### src/rtl/freq_meter_pkg.sv
// Shared types, 7-segment glyphs and BCD helpers
// for the frequency meter.
package freq_meter_pkg;

    typedef logic [3:0] bcd_digit_t;

    localparam int MAX_DIGITS = 8;

    // Active-low segments ordered {a,b,c,d,e,f,g}
    localparam logic [6:0] SEG_0     = 7'b0000001;
    localparam logic [6:0] SEG_1     = 7'b1001111;
    localparam logic [6:0] SEG_2     = 7'b0010010;
    localparam logic [6:0] SEG_3     = 7'b0000110;
    localparam logic [6:0] SEG_4     = 7'b1001100;
    localparam logic [6:0] SEG_5     = 7'b0100100;
    localparam logic [6:0] SEG_6     = 7'b0100000;
    localparam logic [6:0] SEG_7     = 7'b0001111;
    localparam logic [6:0] SEG_8     = 7'b0000000;
    localparam logic [6:0] SEG_9     = 7'b0000100;
    localparam logic [6:0] SEG_BLANK = 7'b1111111;
    localparam logic [6:0] SEG_DASH  = 7'b1111110;

    function automatic logic [6:0] seg_glyph(
        input bcd_digit_t d
    );
        logic [6:0] g;
        case (d)
            4'd0:    g = SEG_0;
            4'd1:    g = SEG_1;
            4'd2:    g = SEG_2;
            4'd3:    g = SEG_3;
            4'd4:    g = SEG_4;
            4'd5:    g = SEG_5;
            4'd6:    g = SEG_6;
            4'd7:    g = SEG_7;
            4'd8:    g = SEG_8;
            4'd9:    g = SEG_9;
            default: g = SEG_BLANK;
        endcase
        return g;
    endfunction

    // Returns {carry_out, v + 1} over the low n digits;
    // carry_out is set when the n digits were all 9s.
    function automatic logic [32:0] bcd_inc(
        input logic [31:0] v,
        input int          n
    );
        logic [31:0] r;
        logic        c;
        r = v;
        c = 1'b1;
        for (int i = 0; i < MAX_DIGITS; i++) begin
            if (i < n && c) begin
                if (v[4*i +: 4] == 4'd9) begin
                    r[4*i +: 4] = 4'd0;
                end else begin
                    r[4*i +: 4] = v[4*i +: 4] + 4'd1;
                    c = 1'b0;
                end
            end
        end
        return {c, r};
    endfunction

endpackage

### src/rtl/seg7_scan.sv
// Multiplexed active-low 7-segment scanner with
// leading-zero blanking and overflow dashes.
module seg7_scan
    import freq_meter_pkg::*;
#(
    parameter int DIGITS         = 4,
    parameter int REFRESH_CYCLES = 100_000
) (
    input  logic                CLK,
    input  logic                RESET_N,
    input  logic [4*DIGITS-1:0] bcd,
    input  logic                overflow,
    output logic [DIGITS-1:0]   anode,
    output logic [6:0]          cathode
);

    localparam int RW = (REFRESH_CYCLES > 1) ?
                        $clog2(REFRESH_CYCLES) : 1;
    localparam int IW = (DIGITS > 1) ? $clog2(DIGITS) : 1;

    logic [RW-1:0]     refresh;
    logic [IW-1:0]     idx;
    logic              refresh_wrap;
    bcd_digit_t        digit;
    logic              upper_zero;
    logic [6:0]        glyph;
    logic [DIGITS-1:0] anode_nxt;

    assign refresh_wrap = (refresh == RW'(REFRESH_CYCLES - 1));

    // Refresh timer; each wrap moves the scan to the next digit
    always_ff @(posedge CLK or negedge RESET_N) begin
        if (!RESET_N) begin
            refresh <= '0;
            idx     <= '0;
        end else if (refresh_wrap) begin
            refresh <= '0;
            if (idx == IW'(DIGITS - 1)) begin
                idx <= '0;
            end else begin
                idx <= idx + 1'b1;
            end
        end else begin
            refresh <= refresh + 1'b1;
        end
    end

    // Select the scanned digit and decide dash / blank / glyph
    always_comb begin
        digit      = '0;
        upper_zero = 1'b1;
        anode_nxt  = '1;
        for (int i = 0; i < DIGITS; i++) begin
            if (IW'(i) == idx) begin
                digit        = bcd[4*i +: 4];
                anode_nxt[i] = 1'b0;
            end
            if (IW'(i) >= idx && bcd[4*i +: 4] != 4'd0) begin
                upper_zero = 1'b0;
            end
        end
        if (overflow) begin
            glyph = SEG_DASH;
        end else if (idx != '0 && upper_zero) begin
            glyph = SEG_BLANK;
        end else begin
            glyph = seg_glyph(digit);
        end
    end

    // Register display pins so anode and cathode switch together
    always_ff @(posedge CLK or negedge RESET_N) begin
        if (!RESET_N) begin
            anode   <= '1;
            cathode <= SEG_BLANK;
        end else begin
            anode   <= anode_nxt;
            cathode <= glyph;
        end
    end

endmodule

### src/rtl/freq_meter_bcd.sv
// Gated edge counter producing a latched BCD frequency
// reading and driving a multiplexed 7-segment display.
module freq_meter_bcd
    import freq_meter_pkg::*;
#(
    parameter int GATE_CYCLES    = 100_000_000,
    parameter int DIGITS         = 4,
    parameter int REFRESH_CYCLES = 100_000
) (
    input  logic                CLK,
    input  logic                RESET_N,
    input  logic                IN,
    output logic [4*DIGITS-1:0] freq_bcd,
    output logic                freq_valid,
    output logic                overflow,
    output logic [6:0]          cathode,
    output logic [DIGITS-1:0]   anode,
    output logic                DP
);

    localparam int W  = 4 * DIGITS;
    localparam int GW = $clog2(GATE_CYCLES);

    logic          sync1;
    logic          sync2;
    logic          sync3;
    logic          edge_p;
    logic [GW-1:0] gate;
    logic          gate_end;
    logic [W-1:0]  run;
    logic [W-1:0]  run_nxt;
    logic          run_ovf;
    logic          ovf_nxt;
    logic [31:0]   run_ext;
    logic [32:0]   inc_res;

    assign DP       = 1'b1;
    assign edge_p   = sync2 & ~sync3;
    assign gate_end = (gate == GW'(GATE_CYCLES - 1));

    // Two-flop synchroniser plus delayed copy for edge detection
    always_ff @(posedge CLK or negedge RESET_N) begin
        if (!RESET_N) begin
            sync1 <= 1'b0;
            sync2 <= 1'b0;
            sync3 <= 1'b0;
        end else begin
            sync1 <= IN;
            sync2 <= sync1;
            sync3 <= sync2;
        end
    end

    // Running count plus this cycle's edge, saturating at all 9s
    always_comb begin
        run_ext        = '0;
        run_ext[W-1:0] = run;
        inc_res        = bcd_inc(run_ext, DIGITS);
        run_nxt        = run;
        ovf_nxt        = run_ovf;
        if (edge_p) begin
            if (inc_res[32]) begin
                ovf_nxt = 1'b1;
            end else begin
                run_nxt = inc_res[W-1:0];
            end
        end
    end

    if (W < 32) begin : g_unused
        logic unused_inc;
        assign unused_inc = ^inc_res[31:W];
    end

    // Gate timer, running counter and end-of-window latch
    always_ff @(posedge CLK or negedge RESET_N) begin
        if (!RESET_N) begin
            gate       <= '0;
            run        <= '0;
            run_ovf    <= 1'b0;
            freq_bcd   <= '0;
            overflow   <= 1'b0;
            freq_valid <= 1'b0;
        end else begin
            freq_valid <= gate_end;
            if (gate_end) begin
                gate     <= '0;
                freq_bcd <= run_nxt;
                overflow <= ovf_nxt;
                run      <= '0;
                run_ovf  <= 1'b0;
            end else begin
                gate    <= gate + 1'b1;
                run     <= run_nxt;
                run_ovf <= ovf_nxt;
            end
        end
    end

    seg7_scan #(
        .DIGITS         (DIGITS),
        .REFRESH_CYCLES (REFRESH_CYCLES)
    ) u_scan (
        .CLK      (CLK),
        .RESET_N  (RESET_N),
        .bcd      (freq_bcd),
        .overflow (overflow),
        .anode    (anode),
        .cathode  (cathode)
    );

endmodule

### config.mk
export PLATFORM = sky130hd
export DESIGN_NAME = freq_meter_bcd
export DESIGN_NICKNAME = d
export VERILOG_FILES = /design/src/rtl/freq_meter_pkg.sv /design/src/rtl/seg7_scan.sv /design/src/rtl/freq_meter_bcd.sv
export SDC_FILE = /design/constraint.sdc
export NUM_CORES = 1
export LEC_CHECK = 0
export ABC_CLOCK_PERIOD_IN_PS = 3030
export CAP_MARGIN = 10
export CORE_UTILIZATION = 50
export CTS_CLUSTER_DIAMETER = 200
export DETAILED_ROUTE_END_ITERATION = 16
export PLACE_DENSITY = 0.74
export RECOVER_POWER = 100
export SYNTH_ARGS = -nofsm -noshare
export SYNTH_HDL_FRONTEND = slang
export SYNTH_SLANG_ARGS = --single-unit
### constraint.sdc
create_clock -name CLK -period 3.03 [get_ports CLK]
set_clock_uncertainty 0.1 [all_clocks]
set_input_delay 0.606 -clock CLK [delete_from_list [all_inputs] [get_ports CLK]]
set_output_delay 0.606 -clock CLK [all_outputs]
set_load 0.02 [all_outputs]
* Word-level counts from Yosys, hierarchy flattened
Memories as Yosys holds them, arrays and structs flattened.
Index checks and enable logic that the tools add are counted.
** Storage, ports and cells
- Word-level logic and storage cells :: 85
- Bits of input ports :: 3
- Output and inout port bits :: 30
- Bits in registers :: 95
- Memories kept :: 1
- ROM bits :: 112
** Memory list
- (no name shown) :: depth 16, bits a word 7, rd ports 1, clocked after Yosys merged registers in 0, wr ports 0, RTL line freq_meter_pkg.sv:27 : case (d)
** Operators by class
- Bitwise gates (word level) :: 2
- Muxes and demuxes :: 37
- Reductions and logical operators :: 11
- Eq/ne operators :: 10
- Magnitude comparators :: 4
- $add $sub $neg :: 7
** Operator list (number)
- 2-to-1 mux 16 bit :: 3
- 2-to-1 mux 4 bit :: 11
- adder 27 x 1 -> 27 bit, second input constant :: 1
- equality test 27 bit, second input constant :: 1
- 2-to-1 mux 27 bit :: 1
- 2-to-1 mux 1 bit :: 18
- adder 17 x 1 -> 17 bit, second input constant :: 1
- equality test 17 bit, second input constant :: 1
- 2-to-1 mux 17 bit :: 1
- adder 4 x 1 -> 4 bit, second input constant :: 4
- equality test 4 bit, second input constant :: 4
- nonzero test 4 bit :: 4
- 2-to-1 mux 7 bit :: 2
- logical AND 1 bit :: 5
- equality test 2 bit, first input constant :: 2
- greater-or-equal comparator 1 x 2 -> 1 bit, first input constant :: 2
- greater-or-equal comparator 2 bit, first input constant :: 2
- adder 2 x 1 -> 2 bit, second input constant :: 1
- equality test 1 x 2 -> 1 bit, first input constant :: 1
- equality test 2 bit, second input constant :: 1
- zero test 2 bit :: 1
- 2-to-1 mux 2 bit :: 1
- nonzero test 2 bit :: 1
- bitwise AND 1 bit :: 1
- NOT 1 bit :: 1

* Longest topological paths before layout
Gate-level depths: netlist of run 1.
- Depth after elaboration :: 9
- Gate-level depth with buffers :: 10
- Depth with buffers taken out :: 9

* Hierarchy
Synthesis of run 1 repeated with hierarchy kept, for this count alone.
** Second synthesis, totals
- Cell total of the unflattened synthesis :: 475
- Area, all modules :: 4862.2 µm²
** Modules (own cells, without submodules)
- freq_meter_bcd :: seq. area each 1626.6 µm², cells an instance 313, instances 1, area each 3123.0 µm²
- seg7_scan :: seq. area each 764.5 µm², cells an instance 162, instances 1, area each 1739.2 µm²

* Worst setup path after synthesis of run 1
Ideal clock, no wire load.
- Kind :: register -> register
- Start point :: reg u_scan.idx[1]
- End point :: reg u_scan.cathode[5]
- Setup time :: 0.062 ns
- Path slack :: 0.902 ns
- Path buffers :: 1
- Cell stages (with the launch flop) :: 11
- Arrival time :: 1.967 ns
- Path through :: dfrtp_1 -> inv_1 -> ha_1 -> clkbuf_1 -> a211oi_1 -> a211o_1 -> inv_1 -> ha_1 -> o21ai_0 -> o21ai_0 -> nand2_1
** Between the ends
- Cells in the longest elaborated chain, start to end :: 9
- Elaborated cells between the ends (all ways) :: 25
- Classes of those cells :: 4 x order compare; 3 x eq/ne; 10 x mux; 7 x reduce/logical; 1 x memory
** RTL lines
- start, declared :: RTL line seg7_scan.sv:22 : logic [IW-1:0] idx;
- start signal, assigned :: RTL line seg7_scan.sv:41 : idx <= idx + 1'b1;
- branches (longest 7 deep; another with memory (16 x 7 bit))
- 2-to-1 mux 7 bit (*) :: RTL line seg7_scan.sv:64 : end else if (idx != '0 && upper_zero) begin
- 2-to-1 mux 7 bit (*) :: RTL line seg7_scan.sv:62 : if (overflow) begin
- net u_scan.glyph[5] :: RTL line seg7_scan.sv:26 : logic [6:0] glyph;
- end signal, assigned :: RTL line seg7_scan.sv:78 : cathode <= glyph;
- end, declared :: RTL line seg7_scan.sv:14 : output logic [6:0] cathode
Mark *: on every way through the listed nets, which the timed path passes.
A chain may end at the register's enable or synchronous reset.

* Final worst setup path of run 1
- Start point :: reg run[5]
- End point :: reg freq_bcd[11]
** Between the ends
- Cells in the longest elaborated chain, start to end :: 7
- Elaborated cells between the ends (all ways) :: 8
- Classes of those cells :: 1 x eq/ne; 7 x mux
** RTL lines
- start, declared :: RTL line freq_meter_bcd.sv:30 : logic [W-1:0] run;
- start signal, assigned :: RTL line freq_meter_bcd.sv:94 : run <= run_nxt;
- equality test 4 bit (*) :: RTL line freq_meter_pkg.sv:55 : if (v[4*i +: 4] == 4'd9) begin
- 2-to-1 mux 1 bit (*) :: RTL line freq_meter_pkg.sv:55
- 2-to-1 mux 1 bit (*) :: RTL line freq_meter_pkg.sv:54 : if (i < n && c) begin
- 2-to-1 mux 1 bit (2 in a row) :: RTL line freq_meter_pkg.sv:54
- 2-to-1 mux 16 bit (*) :: RTL line freq_meter_bcd.sv:62 : if (inc_res[32]) begin
- 2-to-1 mux 16 bit (*) :: RTL line freq_meter_bcd.sv:61 : if (edge_p) begin
- end signal, assigned :: RTL line freq_meter_bcd.sv:88 : freq_bcd <= run_nxt;
- end, declared :: RTL line freq_meter_bcd.sv:13 : output logic [4*DIGITS-1:0] freq_bcd,
Mark *: on every way between the ends. The rest lies on a longest branch, timed or not.

==> results of run 1 <==
state kept, by name (all words and copies together), names as in the netlist:
| register | flops |
|---|---|
| freq_valid | 1 |
| run_ovf | 1 |
| sync2 | 1 |
| sync3 | 1 |
| u_scan.anode | 4 |
| u_scan.cathode | 7 |
| freq_bcd | 16 |
| gate | 27 |
| run | 16 |
| sync1 | 1 |
| u_scan.refresh | 17 |
| overflow | 1 |
| u_scan.idx | 2 |
power groups by stage:
| stage | clock [W] | combinational (W) | sequential (W) |
|---|---|---|---|
| 2_1_floorplan | 0 | 0.000125 | 0.00137 |
| 6_report | 0.000784 | 0.000171 | 0.00136 |
| 3_5_place_dp | 0 | 0.000185 | 0.00139 |
| 3_3_place_gp | 0 | 0.000180 | 0.00138 |
| 4_1_cts | 0.000811 | 0.000187 | 0.00136 |
| 5_1_grt | 0.000858 | 0.000196 | 0.00137 |
final timing paths:
check | from | depth (start not counted) | to
worst min register to register | sync1$_DFF_PN0_ | 0 | sync2$_DFF_PN0_
min in group asynchronous | RESET_N | 1 | u_scan.refresh[14]$_DFF_PN0_
worst min-delay path | sync1$_DFF_PN0_ | 0 | sync2$_DFF_PN0_
max in group asynchronous | RESET_N | 2 | freq_bcd[6]$_DFFE_PN0N_
worst max-delay path | run[5]$_DFF_PN0_ | 5 | freq_bcd[11]$_DFFE_PN0N_
worst max register to register | run[5]$_DFF_PN0_ | 5 | freq_bcd[11]$_DFFE_PN0N_
metal layers:
metal / up-vias / track usage / wire (um)
met4: 0 / 0.06222 / 67
met5: - / 0 / 0
li1: 1681 / - / -
met2: 64 / 0.3253 / 4402
met3: 5 / 0.03584 / 302
met1: 1680 / 0.2652 / 4247
cell families after synthesis:
group                      after synthesis  share of synthesized area
AOI/OAI and AO/OA                       60                    0.07652
muxes                                    6                    0.01267
other                                    1                  0.0007908
adders and majority gates               13                    0.03430
DFF                                     95                     0.5042
buffers and inverters                   36                    0.03931
xor gates and xnor gates                40                    0.07388
and+or+nand+nor                        216                     0.2583
placed cells by master (no fill, tap or decap), types with 3 or more instances in the layout:
master,netlist,layout
dfrtp_1,84,84
nor2_1,51,51
nand2_1,42,42
dlygate4sd3_1,0,30
nand3_1,26,26
o21ai_0,10,26
xnor2_1,22,22
inv_1,19,19
nand4_1,19,19
xor2_1,18,18
ha_1,13,13
a21oi_1,12,12
dfstp_2,11,11
nor2b_1,10,10
nor3_1,8,9
clkbuf_8,0,9
a211oi_1,7,8
and3_1,7,7
nor4_1,5,7
mux2i_1,6,6
nor3b_1,5,5
clkbuf_1,3,5
nor4bb_1,4,4
nand3b_1,4,4
a211o_1,4,4
and2_0,1,3
or2_2,3,3
nand2b_1,3,3
o22ai_1,3,3
or3_1,3,3
critical path, cell delays in order, from the launching register on:
cell and delay, ns:
dfrtp_1 0.44, or3b_1 0.54, nor4b_2 0.58, nand2_2 0.13, a211oi_1 0.36, o21ai_0 0.12
metrics by stage:
stage	worst slack, ns	instance area, um^2	power, W	utilization	hold slack (ns)
finish	0.6060	5233	0.002316	0.5690	0.2648
global route	0.4145	5233	0.002422	0.5690	0.2791
CTS	0.7182	5299	0.002357	0.5762	0.1621
detailed placement	0.7414	5116	0.001570	0.5563	0.2460
global placement	0.8019	5116	0.001560	0.5563	0.2390
floorplan	0.9015	4742	0.001497	-	0.2104
final cells by class:
type / instances / area (um^2)
Inverter: 19 / 71.32
Timing Repair Buffer: 35 / 321.6
Tap cell: 111 / 138.9
Fill cell: 790 / 3964
Multi-Input combinational cell: 336 / 2127
Clock buffer: 11 / 131.4
Clock inverter: 5 / 51.30
Sequential cell: 95 / 2391
==> impl_metrics.env, run 1 <==
export IMPL_outcome="finished clean"
export IMPL_syn_area_per_cell_um2=10.15
export IMPL_fp_dieW_um=99.39
export IMPL_start_kind="flip-flop"
export IMPL_max_freq_mhz=412.5
export IMPL_synth_top_area_share=0.4433
export IMPL_drtAntennaViolNets=0
export IMPL_finalHoldViolCount=0
export IMPL_synth_top_area_cell="dfrtp_1"
export IMPL_ys_types=60
export IMPL_ir_worst_vdd_v=0.0002555
export IMPL_antenna_cells=0
export IMPL_clockRootBuffer="clkbuf_8"
export IMPL_critPathMaxFanout=6
export IMPL_p_seq_frac=0.588
export IMPL_p_int_w=0.001751
export IMPL_numCtsBuffers=9
export IMPL_h_tree_depth=3
export IMPL_final_nets=512
export IMPL_hpwl_um=6508
export IMPL_drt_iter0_drc=150
export IMPL_cts_resized=0
export IMPL_gp_congestion=0.8481
export IMPL_clockBufferDepth=2
export IMPL_power_switching_w=0.0005655
export IMPL_cp_arrival_ns=2.51
export IMPL_drv_cap=0
export IMPL_critPathKind="flip-flop to flip-flop"
export IMPL_ys_top_cells_by_area="dfrtp_1, dfstp_2, xnor2_1"
export IMPL_cts_tree="done"
export IMPL_min_period_over_period=0.8000
export IMPL_seq_area_frac_synth=0.5042
export IMPL_rsz0062_at_grt="no"
export IMPL_min_path_type="flip-flop to flip-flop"
export IMPL_drive_gt1_frac=0.07984
export IMPL_die_h_um=99.39
export IMPL_grt_pass1_vias=3349
export IMPL_crit_path_end_kind="flip-flop"
export IMPL_grt_max_degree=48
export IMPL_postCtsHoldBufs=0
export IMPL_first_pass_iters=4
export IMPL_synth_flop_cell="dfrtp_1"
export IMPL_ys_seq_elements=95
export IMPL_setup_viol=0
export IMPL_clk_pin_slew_ns=0.09
export IMPL_worst_pin_slew_ns=1.139
export IMPL_die_area_mm2=0.009877
export IMPL_drc_errors=0
export IMPL_post_cts_repair_setup_buffers=0
export IMPL_port_buffers=31
export IMPL_worst_endpoint_required_ns=3.11
export IMPL_start_util=0.5156
export IMPL_routed_via_count=3430
export IMPL_antenna_found_initial=0
export IMPL_layout_min_cycle_time_ns=2.424
export IMPL_wl_per_cell_um=14.74
export IMPL_leakage_nw=2.387
export IMPL_synthCells=467
export IMPL_finalSetupTns_ns=0
export IMPL_p_sw_frac=0.2442
export IMPL_cts_sinks=95
export IMPL_grt_use_total=0.1970
export IMPL_clk_latency_ns=0.35
export IMPL_synthTopCellsByCount="dfrtp_1, nor2_1, nand2_1"
export IMPL_grt_overflow=0
export IMPL_num_rows=35
export IMPL_syn_cell_area_mm2=0.004742
export IMPL_core_mm2=0.009196
export IMPL_synth_most_common_cell="dfrtp_1"
export IMPL_vias_per_cell=5.605
export IMPL_synth_nets=483
export IMPL_layout_cells_non_filler=612
export IMPL_combPwrFrac=0.074
export IMPL_ioPinCount=33
export IMPL_syn2layout_area_growth_pct=10.34
export IMPL_slew_violations=0
export IMPL_routed_wl_um=9019
export IMPL_grt_pass1_wl_um=15590
export IMPL_ys_async_sr_fraction=1.000
export IMPL_r2r_slack_ns=0.61
export IMPL_yosysWarnings=0
export IMPL_dp_cells=596
export IMPL_slew_headroom=0.2406
export IMPL_synth_edf_count=0
export IMPL_power_density_mw_per_mm2=442.6
export IMPL_p_clk_frac=0.339
No activity file was read; power rests on OpenSTA's default activity.
==> run 2, diff against run 1 <==
ABC_CLOCK_PERIOD_IN_PS = 2400   (was 3030)
clock period = 2.4 ns   (was 3.03 ns; I/O delays follow)
==> impl_metrics.env, run 2 (synthesis gave the netlist of run 1 again) <==
export IMPL_outcome="finished clean"
export IMPL_cts_tree="done"
export IMPL_ioPinCount=33
export IMPL_finalSetupTns_ns=0
export IMPL_place_ws_ns=0.1401
export IMPL_port_buffers=31
export IMPL_grt_pass1_wl_um=15970
export IMPL_routed_wl_um=9277
export IMPL_largest_reg_flops=27
export IMPL_reg2reg_from="gate[8]$_DFF_PN0_"
export IMPL_r2r_slack_ns=0.19
export IMPL_largestRegisters="gate x27, u_scan.refresh x17"
export IMPL_crit_path_end_kind="flip-flop"
export IMPL_numCtsBuffers=9
export IMPL_setup_viol=0
export IMPL_layout_commonest_cell="dfrtp_1"
export IMPL_drtAntennaViolNets=0
export IMPL_whs_ns=0.2590
export IMPL_grt_pass1_vias=3362
export IMPL_vias_per_cell=5.544
export IMPL_hold_path_depth=0
export IMPL_grt_max_degree=39
export IMPL_leakage_nw=2.454
export IMPL_critPathKind="flip-flop to flip-flop"
export IMPL_core_mm2=0.009196
export IMPL_antenna_cells=0
export IMPL_finalHoldViolCount=0
export IMPL_critPathMaxFanout=23
export IMPL_cts_sinks=95
export IMPL_num_rows=35
export IMPL_antenna_found_initial=0
export IMPL_grt_overflow=0
export IMPL_drc_errors=0
export IMPL_worst_endpoint_required_ns=2.54
export IMPL_fp_dieW_um=99.39
export IMPL_mostFrequentLayoutCells="dfrtp_1, nor2_1, nand2_1, dlygate4sd3_1, nand3_1"
export IMPL_reg2reg_to="run[0]$_DFF_PN0_"
export IMPL_min_path_type="flip-flop to flip-flop"
export IMPL_h_tree_depth=3
export IMPL_gp_congestion=0.8308
export IMPL_die_h_um=99.39
export IMPL_totalPowerFinal_w=0.003066
export IMPL_clockBufferDepth=2
export IMPL_syn2layout_area_growth_pct=13.22
export IMPL_layout_min_cycle_time_ns=2.212
export IMPL_clk_pin_slew_ns=0.08
export IMPL_min_to="sync2$_DFF_PN0_"
export IMPL_post_route_util=0.5838
export IMPL_wl_per_cell_um=14.94
export IMPL_cp_arrival_ns=2.35
export IMPL_layout_setup_ws_ns=0.1883
export IMPL_reg2reg_depth=6
export IMPL_min_from="sync1$_DFF_PN0_"
export IMPL_start_util=0.5156
export IMPL_power_density_mw_per_mm2=571.0
export IMPL_drive_gt1_frac=0.1118
export IMPL_routed_via_count=3443
export IMPL_grt_use_total=0.2063
export IMPL_fillers=798
export IMPL_final_nets=522
export IMPL_hpwl_um=6727
export IMPL_start_kind="flip-flop"
export IMPL_die_area_mm2=0.009877
export IMPL_worst_pin_slew_ns=0.8751
export IMPL_clk_latency_ns=0.35
export IMPL_clockRootBuffer="clkbuf_8"
export IMPL_drv_cap=0
export IMPL_slew_headroom=0.4166
export IMPL_max_freq_mhz=452.1
export IMPL_top_register="gate"
export IMPL_drt_iter0_drc=203
export IMPL_min_period_over_period=0.9215
export IMPL_first_pass_iters=7
export IMPL_ir_worst_vdd_v=0.0003804
export IMPL_slew_violations=0
==> run 2: cell count changes in the layout (fill, tap and decap cells not counted), sizes merged <==
cell and delta:
buf +6, clkbuf +4, clkinv -3, bufinv +1, dlygate4sd3 +1
==> run 2: final cells by class <==
class	instances	area (um^2)	share of cell area
Clock inverter	3	67.56	0.01258
Clock buffer	12	145.1	0.02703
Timing Repair Buffer	45	399.1	0.07434
Sequential cell	95	2392	0.4456
Inverter	19	71.32	0.01328
Tap cell	111	138.9	0.02587
Multi-Input combinational cell	336	2155	0.4013
==> run 2: how the worst max path moves through the flow <==
stage | start | endpoint | slack (ns) | depth (start not counted)
after floorplan | u_scan.idx[1]$_DFFE_PN0N_ | u_scan.cathode[5]$_DFF_PN1_ | 0.27 | 10
after global placement | u_scan.idx[0]$_DFFE_PN0N_ | u_scan.cathode[5]$_DFF_PN1_ | 0.25 | 9
after detailed placement | u_scan.idx[0]$_DFFE_PN0N_ | u_scan.cathode[5]$_DFF_PN1_ | 0.14 | 9
after CTS | u_scan.idx[1]$_DFFE_PN0N_ | u_scan.cathode[5]$_DFF_PN1_ | 0.11 | 9
after global routing | u_scan.idx[0]$_DFFE_PN0N_ | u_scan.cathode[5]$_DFF_PN1_ | -0.004 | 9
final | gate[8]$_DFF_PN0_ | run[0]$_DFF_PN0_ | 0.19 | 6
==> run 2: metrics by stage <==
| step | std cells | area (um^2) |
|---|---|---|
| global route | 621 | 5369 |
| global placement | 601 | 5166 |
| floorplan | 467 | 4742 |
| detailed placement | 601 | 5166 |
| CTS | 617 | 5389 |
| finish | 621 | 5369 |
==> run 2: critical path, cell delays in order, from the launching register on <==
cell     delay, ns
dfrtp_1       0.47
nor4b_1       0.35
nand3_1       0.12
or4_1         0.60
nor2_4        0.11
buf_4         0.26
nor2_1        0.09
==> run 2: routing by layer <==
| metal | GRT usage | wire, um | vias to the layer above |
|---|---|---|---|
| met2 | 0.3456 | 4525 | 61 |
| met1 | 0.2691 | 4306 | 1677 |
| met3 | 0.04006 | 321 | 9 |
| li1 | - | - | 1696 |
| met5 | 0 | 0 | - |
| met4 | 0.07127 | 123 | 0 |
==> run 2: power by group <==
group	total [W]	switching [W]	internal, W
logic	0.000219	0.000135	0.0000840
registers	0.00172	0.0000631	0.00165
clock network	0.00113	0.000520	0.000611
==> run 2: what timing repair did <==
action                     in CTS  in global routing
hold endpoints to repair       24                  0
hold buffers                    1                  0
setup endpoints to repair       0                  3
gates resized for setup         0                  4
buffers inserted                0                  4
==> run 3, diff against run 2 <==
ABC_CLOCK_PERIOD_IN_PS = 2730   (was 2400)
clock period = 2.73 ns   (was 2.4 ns; I/O delays follow)
==> impl_metrics.env, run 3 (synthesis gave the netlist of run 1 again) <==
export IMPL_outcome="finished with violations"
export IMPL_violations="capacitance limit, slew limit"
export IMPL_post_route_util=0.5716
export IMPL_reg2reg_depth=6
export IMPL_min_from="sync1$_DFF_PN0_"
export IMPL_fillers=805
export IMPL_reg2reg_from="gate[8]$_DFF_PN0_"
export IMPL_largestRegisters="gate x27, u_scan.refresh x17"
export IMPL_multi_input_area_mm2=0.002125
export IMPL_grt_use_total=0.2014
export IMPL_clockRootBuffer="clkbuf_8"
export IMPL_post_cts_repair_setup_buffers=0
export IMPL_wl_per_cell_um=14.74
export IMPL_p_int_w=0.001950
export IMPL_clk_pin_slew_ns=0.09
export IMPL_grt_max_degree=39
export IMPL_cts_tree="done"
export IMPL_p_sw_frac=0.2502
export IMPL_hpwl_um=6685
export IMPL_finalHoldViolCount=0
export IMPL_rsz0062_at_grt="no"
export IMPL_cts_resized=0
export IMPL_grt_overflow=0
export IMPL_ioPinCount=33
export IMPL_drt_iter0_drc=170
export IMPL_p_seq_frac=0.582
export IMPL_mostFrequentLayoutCells="dfrtp_1, nor2_1, nand2_1, dlygate4sd3_1, nand3_1"
export IMPL_routed_via_count=3395
export IMPL_cp_arrival_ns=2.55
export IMPL_crit_path_end_kind="flip-flop"
export IMPL_largest_reg_flops=27
export IMPL_clockBufferDepth=2
export IMPL_cts_sinks=95
export IMPL_worst_endpoint_required_ns=2.86
export IMPL_core_mm2=0.009196
export IMPL_leakage_nw=2.398
export IMPL_clk_latency_ns=0.36
export IMPL_grt_pass1_vias=3378
export IMPL_ir_worst_vdd_v=0.0003328
export IMPL_port_buffers=31
export IMPL_drc_errors=0
export IMPL_gp_congestion=0.8387
export IMPL_drtAntennaViolNets=0
export IMPL_top_register="gate"
export IMPL_startpoint="gate[8]$_DFF_PN0_"
export IMPL_vias_per_cell=5.520
export IMPL_final_nets=515
export IMPL_min_period_over_period=0.8879
export IMPL_numCtsBuffers=9
export IMPL_critPathMaxFanout=19
export IMPL_slew_violations=39
export IMPL_p_clk_frac=0.344
export IMPL_num_rows=35
export IMPL_r2r_slack_ns=0.31
export IMPL_setup_viol=0
export IMPL_layout_area_seq_mm2=0.002391
export IMPL_die_h_um=99.39
export IMPL_power_density_mw_per_mm2=494.7
export IMPL_crit_end="run[0]$_DFF_PN0_"
export IMPL_finalSetupTns_ns=0
export IMPL_antenna_found_initial=0
export IMPL_layout_commonest_cell="dfrtp_1"
export IMPL_die_area_mm2=0.009877
export IMPL_min_path_type="flip-flop to flip-flop"
export IMPL_drv_cap=1
export IMPL_power_switching_w=0.0006506
export IMPL_drive_gt1_frac=0.08532
export IMPL_max_freq_mhz=412.5
export IMPL_routed_wl_um=9065
export IMPL_critPathKind="flip-flop to flip-flop"
export IMPL_syn2layout_area_growth_pct=10.84
export IMPL_reg2reg_to="run[0]$_DFF_PN0_"
export IMPL_fp_dieW_um=99.39
export IMPL_antenna_cells=0
export IMPL_worst_pin_slew_ns=2.001
export IMPL_grt_pass1_wl_um=15660
export IMPL_slew_headroom=-0.3338
export IMPL_first_pass_iters=4
export IMPL_start_kind="flip-flop"
export IMPL_h_tree_depth=3
export IMPL_combPwrFrac=0.074
export IMPL_layout_min_cycle_time_ns=2.424
export IMPL_start_util=0.5156
export IMPL_postCtsHoldBufs=0
## run 3: area by class of cell
cell class | instances | share of cell area
inverters | 19 | 0.01357
multi-input cells | 336 | 0.4042
clock buffers | 11 | 0.02499
flip-flops and latches | 95 | 0.4549
well taps | 111 | 0.02642
clock inverters | 5 | 0.01119
repair buffers | 38 | 0.06475
## run 3: power by group through the flow
stage	Combinational (W)	Clock, W	Sequential [W]
after global placement	0.000197	0	0.00153
after CTS	0.000205	0.000927	0.00151
after floorplan	0.000138	0	0.00152
after detailed placement	0.000204	0	0.00154
final	0.000192	0.000895	0.00151
after global routing	0.000220	0.000982	0.00152
## run 3: worst min-delay path by stage
stage	to	cells past startpoint	slack (ns)
after floorplan	freq_bcd[0]$_DFFE_PN0N_	0	0.15
after global placement	sync2$_DFF_PN0_	0	0.24
after detailed placement	sync2$_DFF_PN0_	0	0.24
after CTS	u_scan.refresh[10]$_DFF_PN0_	1	0.04
after global routing	sync2$_DFF_PN0_	0	0.28
final	sync2$_DFF_PN0_	0	0.25
## run 3: through the flow
stage / setup WS (ns) / area [um^2] / hold WS (ns) / instances / power [W]
3_5_place_dp: 0.3965 / 5126 / 0.2373 / 599 / 0.001743
5_1_grt: 0.1385 / 5256 / 0.2778 / 615 / 0.002723
6_report: 0.3060 / 5256 / 0.2535 / 615 / 0.002600
3_3_place_gp: 0.5611 / 5126 / 0.2382 / 599 / 0.001729
4_1_cts: 0.3611 / 5316 / 0.04394 / 615 / 0.002643
2_1_floorplan: 0.6015 / 4742 / 0.1504 / 467 / 0.001662
## run 3: worst max-delay path, stage by stage, from the launching register on
cell and delay, ns:
dfrtp_1 0.46, nor4b_2 0.29, nand3_1 0.11, or4_1 0.55, nor2_1 0.25, clkbuf_2 0.41, nor2_1 0.11
## run 3: routing by layer
metal	vias to the layer above	global-route usage	wire length, um
met4	0	0.07240	153
met3	16	0.05622	347
met5	-	0	0
met2	70	0.3210	4312
met1	1630	0.2647	4252
li1	1679	-	-
